==> config.mk <==
export PLATFORM = sky130hd
export DESIGN_NAME = spart_tx_unit
export DESIGN_NICKNAME = d
export VERILOG_FILES = /design/src/rtl/spart_tx_unit_pkg.sv /design/src/rtl/spart_tx_unit_fifo.sv /design/src/rtl/spart_tx_unit.sv
export SDC_FILE = /design/constraint.sdc
export NUM_CORES = 1
export LEC_CHECK = 0
export ABC_CLOCK_PERIOD_IN_PS = 3500
export CORE_MARGIN = 8
export CORE_UTILIZATION = 38
export DETAILED_ROUTE_END_ITERATION = 8
export PLACE_DENSITY_LB_ADDON = 0.08
export SLEW_MARGIN = 30
export SYNTH_ARGS = -nofsm -noshare
export SYNTH_HDL_FRONTEND = slang
export SYNTH_HIERARCHICAL = 1
export SYNTH_SLANG_ARGS = --single-unit
export TNS_END_PERCENT = 100
==> constraint.sdc <==
create_clock -name clk -period 3.5 [get_ports clk]
set_clock_uncertainty 0.05 [all_clocks]
set_input_delay 0.7 -clock clk [delete_from_list [all_inputs] [get_ports clk]]
set_output_delay 0.7 -clock clk [all_outputs]
set_load 0.1 [all_outputs]
==> src/rtl/spart_tx_unit_pkg.sv <==
// spart_tx_unit_pkg: shared processor package content for the SPART
// transmitter. Holds the serializer state encoding and the bit positions of
// the SPART status word; the writeback source mux decode imports the same
// constants so both sides agree on the layout.
package spart_tx_unit_pkg;

  typedef enum logic [1:0] {
    IDLE  = 2'd0,
    START = 2'd1,
    DATA  = 2'd2,
    STOP  = 2'd3
  } tx_state_e;

  // status word layout
  localparam int ST_CNT_LO = 0;
  localparam int ST_CNT_HI = 2;
  localparam int ST_EMPTY  = 3;
  localparam int ST_FULL   = 4;
  localparam int ST_BUSY   = 5;
  localparam int ST_W      = 16;

  localparam int TX_BITS   = 8;

endpackage

==> src/rtl/spart_tx_unit_fifo.sv <==
// spart_tx_fifo: circular byte FIFO for the SPART transmitter.
// Ports:
//   clk, rst        clock, async active-high reset (clears pointers/count)
//   push_i, data_i  write request and byte; ignored while full
//   pop_i, data_o   read request and head byte (data_o valid when !empty_o)
//   count_o         occupancy 0..DEPTH
//   full_o, empty_o occupancy flags from the registered count
module spart_tx_fifo #(
  parameter  int DEPTH = 4,
  localparam int PW    = $clog2(DEPTH),
  localparam int CW    = $clog2(DEPTH + 1)
) (
  input  logic          clk,
  input  logic          rst,
  input  logic          push_i,
  input  logic [7:0]    data_i,
  input  logic          pop_i,
  output logic [7:0]    data_o,
  output logic [CW-1:0] count_o,
  output logic          full_o,
  output logic          empty_o
);

  logic [7:0]    mem_q [DEPTH];
  logic [PW-1:0] rd_ptr_q, rd_ptr_d;
  logic [PW-1:0] wr_ptr_q, wr_ptr_d;
  logic [CW-1:0] count_q, count_d;
  logic          do_push, do_pop;

  assign full_o  = (count_q == CW'(DEPTH));
  assign empty_o = (count_q == '0);
  assign count_o = count_q;
  assign data_o  = mem_q[rd_ptr_q];

  // Full/empty come from the registered count, so a push at full is
  // refused even when a pop frees a slot on the same edge.
  assign do_push = push_i & ~full_o;
  assign do_pop  = pop_i & ~empty_o;

  // DEPTH is a power of two, so natural pointer overflow is the wrap.
  always_comb begin
    rd_ptr_d = rd_ptr_q;
    wr_ptr_d = wr_ptr_q;
    count_d  = count_q;
    if (do_push) wr_ptr_d = wr_ptr_q + PW'(1);
    if (do_pop)  rd_ptr_d = rd_ptr_q + PW'(1);
    case ({do_push, do_pop})
      2'b10:   count_d = count_q + CW'(1);
      2'b01:   count_d = count_q - CW'(1);
      default: count_d = count_q;
    endcase
  end

  always_ff @(posedge clk or posedge rst) begin
    if (rst) begin
      rd_ptr_q <= '0;
      wr_ptr_q <= '0;
      count_q  <= '0;
    end else begin
      rd_ptr_q <= rd_ptr_d;
      wr_ptr_q <= wr_ptr_d;
      count_q  <= count_d;
    end
  end

  // Storage needs no reset: the count decides what is valid.
  always_ff @(posedge clk) begin
    if (do_push) mem_q[wr_ptr_q] <= data_i;
  end

endmodule

==> src/rtl/spart_tx_unit.sv <==
// spart_tx_unit: SPART transmit path. Stores from the MEM stage go into a
// small FIFO; a serializer drains it as 8N1 frames on txd.
// Ports:
//   clk, rst   clock, async active-high reset (aborts any frame, drops queue)
//   wr_en      store request; wr_byte is the byte to send
//   stall      store refused this cycle (FIFO full), pipeline holds it
//   status     {10'b0, busy, full, empty, count[2:0]} for the writeback mux
//   txd        registered serial output, idle high
module spart_tx_unit
  import spart_tx_unit_pkg::*;
#(
  parameter int BAUD_DIV = 434,
  parameter int DEPTH    = 4
) (
  input  logic            clk,
  input  logic            rst,
  input  logic            wr_en,
  input  logic [7:0]      wr_byte,
  output logic            stall,
  output logic [ST_W-1:0] status,
  output logic            txd
);

  localparam int          CW          = $clog2(DEPTH + 1);
  localparam logic [15:0] BAUD_RELOAD = 16'(BAUD_DIV - 1);

  tx_state_e     state_q, state_d;
  logic [15:0]   baud_q, baud_d;
  logic [2:0]    bit_q, bit_d;
  logic [7:0]    shift_q, shift_d;
  logic          txd_q, txd_d;
  logic          pop;
  logic          baud_done;
  logic [7:0]    head;
  logic [CW-1:0] count;
  logic          full, empty;
  logic [2:0]    cnt3;

  spart_tx_fifo #(.DEPTH(DEPTH)) u_fifo (
    .clk     (clk),
    .rst     (rst),
    .push_i  (wr_en),
    .data_i  (wr_byte),
    .pop_i   (pop),
    .data_o  (head),
    .count_o (count),
    .full_o  (full),
    .empty_o (empty)
  );

  assign stall     = wr_en & full;
  assign baud_done = (baud_q == '0);

  always_comb begin
    state_d = state_q;
    baud_d  = baud_q;
    bit_d   = bit_q;
    shift_d = shift_q;
    pop     = 1'b0;
    case (state_q)
      IDLE: begin
        if (!empty) begin
          pop     = 1'b1;
          shift_d = head;
          baud_d  = BAUD_RELOAD;
          state_d = START;
        end
      end
      START: begin
        if (baud_done) begin
          baud_d  = BAUD_RELOAD;
          bit_d   = '0;
          state_d = DATA;
        end else begin
          baud_d = baud_q - 16'd1;
        end
      end
      DATA: begin
        if (baud_done) begin
          baud_d  = BAUD_RELOAD;
          shift_d = {1'b0, shift_q[7:1]};
          if (bit_q == 3'(TX_BITS - 1)) state_d = STOP;
          else                          bit_d   = bit_q + 3'd1;
        end else begin
          baud_d = baud_q - 16'd1;
        end
      end
      STOP: begin
        if (baud_done) begin
          baud_d  = '0;
          state_d = IDLE;
        end else begin
          baud_d = baud_q - 16'd1;
        end
      end
      default: state_d = IDLE;
    endcase

    // txd is decoded from the next state and registered, so the line
    // changes only on clock edges and tracks the state without lag.
    case (state_d)
      START:   txd_d = 1'b0;
      DATA:    txd_d = shift_d[0];
      default: txd_d = 1'b1;
    endcase
  end

  always_ff @(posedge clk or posedge rst) begin
    if (rst) begin
      state_q <= IDLE;
      baud_q  <= '0;
      bit_q   <= '0;
      shift_q <= '0;
      txd_q   <= 1'b1;
    end else begin
      state_q <= state_d;
      baud_q  <= baud_d;
      bit_q   <= bit_d;
      shift_q <= shift_d;
      txd_q   <= txd_d;
    end
  end

  assign txd = txd_q;

  // Only the low three count bits are shown in the status word.
  if (CW >= 3) begin : g_cnt_wide
    assign cnt3 = count[2:0];
  end else begin : g_cnt_narrow
    assign cnt3 = 3'(count);
  end

  always_comb begin
    status                      = '0;
    status[ST_CNT_HI:ST_CNT_LO] = cnt3;
    status[ST_EMPTY]            = empty;
    status[ST_FULL]             = full;
    status[ST_BUSY]             = (state_q != IDLE);
  end

endmodule

==> impl_metrics.env, run 1 <==
export IMPL_stdcell_count=406
export IMPL_nets=318
export IMPL_r2r_end="u_fifo/count_o[2]"
export IMPL_min_path_type="flop to flop"
export IMPL_ys_dominant_reg_cell="dfrtp_1"
export IMPL_min_from="baud_q[11]"
export IMPL_clkPwrFrac_pct=18.6
export IMPL_cts_htree_levels=3
export IMPL_wl_per_cell_um=15.6
export IMPL_holdWs_ns=0.452
export IMPL_dr_first_iter_drc_count=83
export IMPL_ys_seq_elements=69
export IMPL_slew_headroom_pct=55.8
export IMPL_critical_path_cell_chain="inv_1 -> ha_1 -> nand2b_1 -> inv_1 -> o31a_2 -> ha_1 -> inv_1 -> fa_1 -> xor2_1 -> nor2_1 -> xor2_1"
export IMPL_ctsResizeCount=0
export IMPL_period_minus_slack_ns=2.73
export IMPL_clkLatencyLatePin_ns=0.34
export IMPL_synth_cells=274
export IMPL_fillCellCount=828
export IMPL_grt_util_all_layers_pct=10.9
export IMPL_wl_um=6350
export IMPL_dp_cells=390
export IMPL_worst_pin_slew_ns=0.662
export IMPL_setup_viol=0
export IMPL_drcViolationCount=0
export IMPL_maxCapViolCount=0
export IMPL_grt_pass1_wl_um=10900
export IMPL_design_die_area_um2=12200
export IMPL_p_leak_nw=1.49
export IMPL_slowest_delay_ns=0.43
export IMPL_via_per_inst=5.05
export IMPL_antenna_left=0
export IMPL_holdPathEnd="baud_q[11]"
export IMPL_gp_congestion=0.718
export IMPL_final_period_utilization_pct=77.9
export IMPL_p_int_mw=1.97
export IMPL_fp_row_count=34
export IMPL_dp_hpwl_um=4410
export IMPL_outcome="finished clean"
export IMPL_numClockSinks=69
export IMPL_grt_max_degree=31
export IMPL_final_common_cell="dfrtp_1"
export IMPL_rsz0062_at_grt="no"
export IMPL_power_density_nw_per_um2=916
export IMPL_fp_dieH_um=111
export IMPL_max_freq_mhz=367
export IMPL_ys_types=55
export IMPL_reg2reg_setup_slack_ns=0.77
export IMPL_io_pins=29
export IMPL_clk_pin_slew_worst_paths_ns=0.08
export IMPL_drive_gt1_share_pct=17.4
export IMPL_initial_utilization_pct=39.0
export IMPL_p_comb_share_pct=43.4
export IMPL_crit_fanout=12
export IMPL_seqCellArea_um2=1890
export IMPL_root_buffer="clkbuf_8"
export IMPL_reg2reg_depth=11
export IMPL_cts_buffer_depth=2
export IMPL_cpMaxStageDelayCell="dfrtp_1"
export IMPL_antenna_cells=0
export IMPL_grt_overflow=0
export IMPL_cp_start_kind="flop"
export IMPL_timing_rr_start="state_q[0]"
export IMPL_dr_total_vias=2049
export IMPL_hold_buffers=0
export IMPL_cts_buffers=9
export IMPL_yosysSeqAreaShare_pct=55.5
export IMPL_critPathArrivalTime_ns=2.95
export IMPL_hold_viol=0
export IMPL_path_common_cell="inv_1"
export IMPL_layout_common_cells="36 x dfrtp_1, 32 x edfxtp_1, 20 x nor2_1"
export IMPL_yosys_warnings=6
export IMPL_dieWidth_um=111
export IMPL_cts_tree="built"
export IMPL_setup_tns_ns=0
export IMPL_first_pass_iters=4
export IMPL_min_path_cells=1
export IMPL_cp_end_kind="flop"
export IMPL_swShare_pct=43.5
export IMPL_synthArstFlopShare_pct=53.6
export IMPL_synth_avg_cell_area_um2=12.4
export IMPL_total_power_mw=3.48
export IMPL_netSwitchingPower_mw=1.51
export IMPL_critical_path_class="flop to flop"
export IMPL_antenna_found_initial=0
export IMPL_syn2layout_area_growth_pct=11.8
export IMPL_netlist_area_um2=3400
export IMPL_synth_edff_count=32
export IMPL_grt_pass1_vias=2188
export IMPL_report_final_slew_viol_count=0
export IMPL_coreArea_um2=8720
export IMPL_crit_required_ns=3.72
export IMPL_p_seq_share_pct=38.0
export IMPL_cts_setup_buffers=0
export IMPL_port_buffers=18
export IMPL_multi_input_comb_area_um2=1350
export IMPL_peakVddDrop_mv=0.302
[flip-flops by register name, indices dropped and copies added, names as in the netlist]
register and count:
state_q 2, txd 1, baud_q 16, shift_q 8, u_fifo/wr_ptr_q 2, bit_q 3, u_fifo/mem_q 32, u_fifo/rd_ptr_q 2
u_fifo/count_o 3
[power by group through the flow]
stage                     Clock [mW]  Combinational, mW  Sequential (mW)
after floorplan                    0               1.15             1.42
final                          0.649               1.51             1.32
after detailed placement           0               1.53             1.34
after CTS                      0.674               1.53             1.33
after global placement             0               1.52             1.34
after global routing           0.707               1.68             1.36
[worst max path at each step]
stage	start	endpoint	slack, ns	cells past startpoint
after floorplan	u_fifo/count_o[0]	u_fifo/count_o[2]	0.37	11
after global placement	state_q[0]	u_fifo/count_o[2]	0.85	11
after detailed placement	state_q[0]	u_fifo/count_o[2]	0.77	11
after CTS	state_q[0]	u_fifo/count_o[2]	0.77	11
after global routing	state_q[0]	u_fifo/count_o[2]	0.54	11
final	state_q[0]	u_fifo/count_o[2]	0.77	11
[routing by layer]
metal | global-route usage (%) | share of wire, %
met1 | 12.6 | 45
met2 | 17.9 | 50
met3 | 3.79 | 4.5
met4 | 4.95 | 1.3
met5 | 0 | 0
[through the flow]
stage | cell area, um2 | setup WS (ns) | utilization, %
2_1_floorplan | 3430 | 0.366 | -
3_3_place_gp | 3600 | 0.846 | 41.3
3_5_place_dp | 3600 | 0.771 | 41.3
4_1_cts | 3800 | 0.769 | 43.6
5_1_grt | 3800 | 0.544 | 43.6
6_report | 3800 | 0.773 | 43.6
[final cells by class]
cell class | count | share of cell area [%]
Sequential cell | 69 | 49.6
Multi-Input combinational cell | 177 | 35.5
Timing Repair Buffer | 19 | 4.41
Tap cell | 108 | 3.55
Clock buffer | 9 | 3.26
Clock inverter | 7 | 1.97
Inverter | 17 | 1.68
[synthesized netlist by cell type (5+ instances only)]
master,number,area [um2]
mux4_2,8,180
a21oi_1,16,80.1
edfxtp_1,32,961
ha_1,13,163
nand2_1,14,52.6
inv_1,17,63.8
dfrtp_1,36,901
xnor2_1,5,43.8
buf_4,12,90.1
nor3_1,6,30.0
nor2_1,20,75.1
o21ai_0,17,85.1
nand3_1,5,25.0
a22oi_1,8,60.1
[worst max-delay path, delay by kind of cell (launching register included)]
family          cells  cell delay [ns]
buf+inv             3             0.48
xor+xnor            2             0.30
flops               1             0.43
compound gates      1             0.26
simple gates        2             0.26
fa+ha+maj           3             0.90
[logic make-up (layout without fill, tap and decap cells)]
| group | Yosys count | in the layout | synth area share (%) |
|---|---|---|---|
| other | 1 | 10 | 0.110 |
| and+or+nand+nor | 70 | 70 | 12.2 |
| AOI/OAI and AO/OA | 64 | 64 | 12.7 |
| DFF | 69 | 69 | 55.5 |
| xor gates and xnor gates | 9 | 9 | 2.32 |
| muxes | 10 | 10 | 6.03 |
| adders and majority gates | 14 | 14 | 5.37 |
| buffers and inverters | 37 | 52 | 5.78 |
Power figures use the tool's default switching activity.
==> inputs of run 2 (changes only) <==
--- a/config.mk
+++ b/config.mk
@@ -5,7 +5,7 @@
 export SDC_FILE = /design/constraint.sdc
 export NUM_CORES = 1
 export LEC_CHECK = 0
-export ABC_CLOCK_PERIOD_IN_PS = 3500
+export ABC_CLOCK_PERIOD_IN_PS = 2490
 export CORE_MARGIN = 8
 export CORE_UTILIZATION = 38
 export DETAILED_ROUTE_END_ITERATION = 8
==> constraint.sdc (replaced) <==
create_clock -name clk -period 2.49 [get_ports clk]
set_clock_uncertainty 0.05 [all_clocks]
set_input_delay 0.498 -clock clk [delete_from_list [all_inputs] [get_ports clk]]
set_output_delay 0.498 -clock clk [all_outputs]
set_load 0.1 [all_outputs]
==> run 2 against run 1 <==
Against the previous run: sequential power increased by 41%; count of clock-buffer cells in the layout stayed put; wire length rose by 2.8%; die area unchanged; worst setup slack worse by 0.56 ns; clock power rose by 60%; global-route usage is 0.44 points higher; cell count up 3.0%; sequential share of layout area down 2.3 points; non-clock buffer count up 12; worst hold slack got worse by 0.086 ns; first-iteration DRC count decreased by 43%; largest cell class unchanged; highest routed layer unchanged.
==> impl_metrics.env, run 2 (same netlist as run 1, synthesis figures left out) <==
export IMPL_wl_per_cell_um=15.6
export IMPL_slowest_delay_ns=0.44
export IMPL_syn2layout_area_growth_pct=18.0
export IMPL_worst_pin_slew_ns=0.687
export IMPL_grt_pass1_vias=2213
export IMPL_port_buffers=18
export IMPL_maxCapViolCount=0
export IMPL_max_freq_mhz=438
export IMPL_wl_um=6530
export IMPL_slew_headroom_pct=54.2
export IMPL_cts_tree="built"
export IMPL_critical_path_class="flop to flop"
export IMPL_largest_reg_flops=32
export IMPL_placed_area_um2=3770
export IMPL_min_path_type="input pin to asynchronous set/reset pin"
export IMPL_p_leak_nw=1.59
export IMPL_crit_fanout=5
export IMPL_design_die_area_um2=12200
export IMPL_cp_start_kind="flop"
export IMPL_total_power_mw=5.28
export IMPL_coreArea_um2=8720
export IMPL_cpMaxStageDelayCell="dfrtp_1"
export IMPL_dr_total_vias=2139
export IMPL_critPathArrivalTime_ns=2.49
export IMPL_antenna_cells=0
export IMPL_cts_buffer_depth=2
export IMPL_period_minus_slack_ns=2.28
export IMPL_holdWs_ns=0.367
export IMPL_critPathTopFamily="adder cells"
export IMPL_clkLatencyLatePin_ns=0.34
export IMPL_drcViolationCount=0
export IMPL_critical_path_cell_chain="inv_2 -> ha_2 -> nand2b_1 -> inv_1 -> o31a_2 -> ha_1 -> inv_1 -> fa_1 -> xor2_1 -> nor2_1 -> xor2_1"
export IMPL_finalInstanceArea_um2=4010
export IMPL_final_common_cell="dfrtp_1"
export IMPL_io_pins=29
export IMPL_cp_end_kind="flop"
export IMPL_dieWidth_um=111
export IMPL_first_pass_iters=4
export IMPL_grt_overflow=0
export IMPL_via_per_inst=5.12
export IMPL_dp_hpwl_um=4720
export IMPL_drive_gt1_share_pct=22.9
export IMPL_grt_pass1_wl_um=11300
export IMPL_initial_utilization_pct=39.0
export IMPL_layout_common_cells="33 x dfrtp_1, 32 x edfxtp_1, 20 x nor2_1"
export IMPL_fp_dieH_um=111
export IMPL_grt_max_degree=20
export IMPL_root_buffer="clkbuf_8"
export IMPL_peakVddDrop_mv=0.410
export IMPL_final_util_pct=46.0
export IMPL_outcome="finished clean"
export IMPL_fp_row_count=34
export IMPL_largest_register="u_fifo/mem_q"
export IMPL_setup_tns_ns=0
export IMPL_antenna_left=0
export IMPL_rsz0062_at_grt="no"
export IMPL_crit_required_ns=2.70
export IMPL_nets=330
export IMPL_hold_buffers=0
export IMPL_setup_viol=0
export IMPL_hold_viol=0
export IMPL_dr_first_iter_drc_count=47
export IMPL_final_period_utilization_pct=91.6
export IMPL_grt_util_all_layers_pct=11.4
export IMPL_critPathBufInv=3
export IMPL_largest_registers="u_fifo/mem_q x32, baud_q x16, shift_q x8"
export IMPL_power_density_nw_per_um2=1320
export IMPL_report_final_slew_viol_count=0
export IMPL_numClockSinks=69
export IMPL_gp_congestion=0.730
export IMPL_cts_buffers=9
export IMPL_clk_pin_slew_worst_paths_ns=0.08
export IMPL_cts_htree_levels=3
export IMPL_antenna_found_initial=0
-- run 2: routing by layer --
metal | up-vias | wire length (um) | global-route usage, %
met5 | - | 0 | 0
met4 | 0 | 62 | 3.24
met3 | 7 | 242 | 4.17
met2 | 35 | 3360 | 19.1
met1 | 1062 | 2860 | 13.3
li1 | 1035 | - | -
-- run 2: repair_timing --
item	4_1_cts	5_1_grt
gates resized for setup	0	3
setup buffers	0	1
setup endpoints to repair	0	3
-- run 2: report_power, final --
group / internal [mW] / switching, mW
Sequential: 1.56 / 0.302
Combinational: 0.936 / 1.44
Clock: 0.579 / 0.464
-- run 2: final timing paths --
path,startpoint,end,slack [ns],cells past startpoint
max,state_q[0],u_fifo/count_o[2],0.21,11
min,rst,u_fifo/wr_ptr_q[1],0.37,2
max reg2reg,state_q[0],u_fifo/count_o[2],0.21,11
min reg2reg,baud_q[11],baud_q[11],0.47,1
max in group asynchronous,rst,shift_q[4],1.42,3
min in group clk,baud_q[11],baud_q[11],0.47,1
-- run 2: final cells by class --
cell class | count | area (um2)
clock buffer | 9 | 124
clock inverter | 7 | 105
fill | 835 | 4710
inverter | 17 | 63.8
multi-input combinational | 177 | 1370
sequential | 69 | 1900
tap | 108 | 135
timing repair buffer | 31 | 320
-- run 2: per-stage QoR --
step	std cells	setup slack, ns
CTS	417	0.212
floorplan	283	0.0207
detailed placement	401	0.163
finish	418	0.209
global placement	401	0.231
global route	418	0.00820
==> inputs of run 3 (changes only) <==
--- a/config.mk
+++ b/config.mk
@@ -10,9 +10,9 @@
 export CORE_UTILIZATION = 38
 export DETAILED_ROUTE_END_ITERATION = 8
 export PLACE_DENSITY_LB_ADDON = 0.08
-export SLEW_MARGIN = 30
+export SLEW_MARGIN = 5
 export SYNTH_ARGS = -nofsm -noshare
 export SYNTH_HDL_FRONTEND = slang
 export SYNTH_HIERARCHICAL = 1
 export SYNTH_SLANG_ARGS = --single-unit
-export TNS_END_PERCENT = 100
+export TNS_END_PERCENT = 5
==> results of run 3 <==
The final DEF is identical to that of run 2; final timing and power are the same.
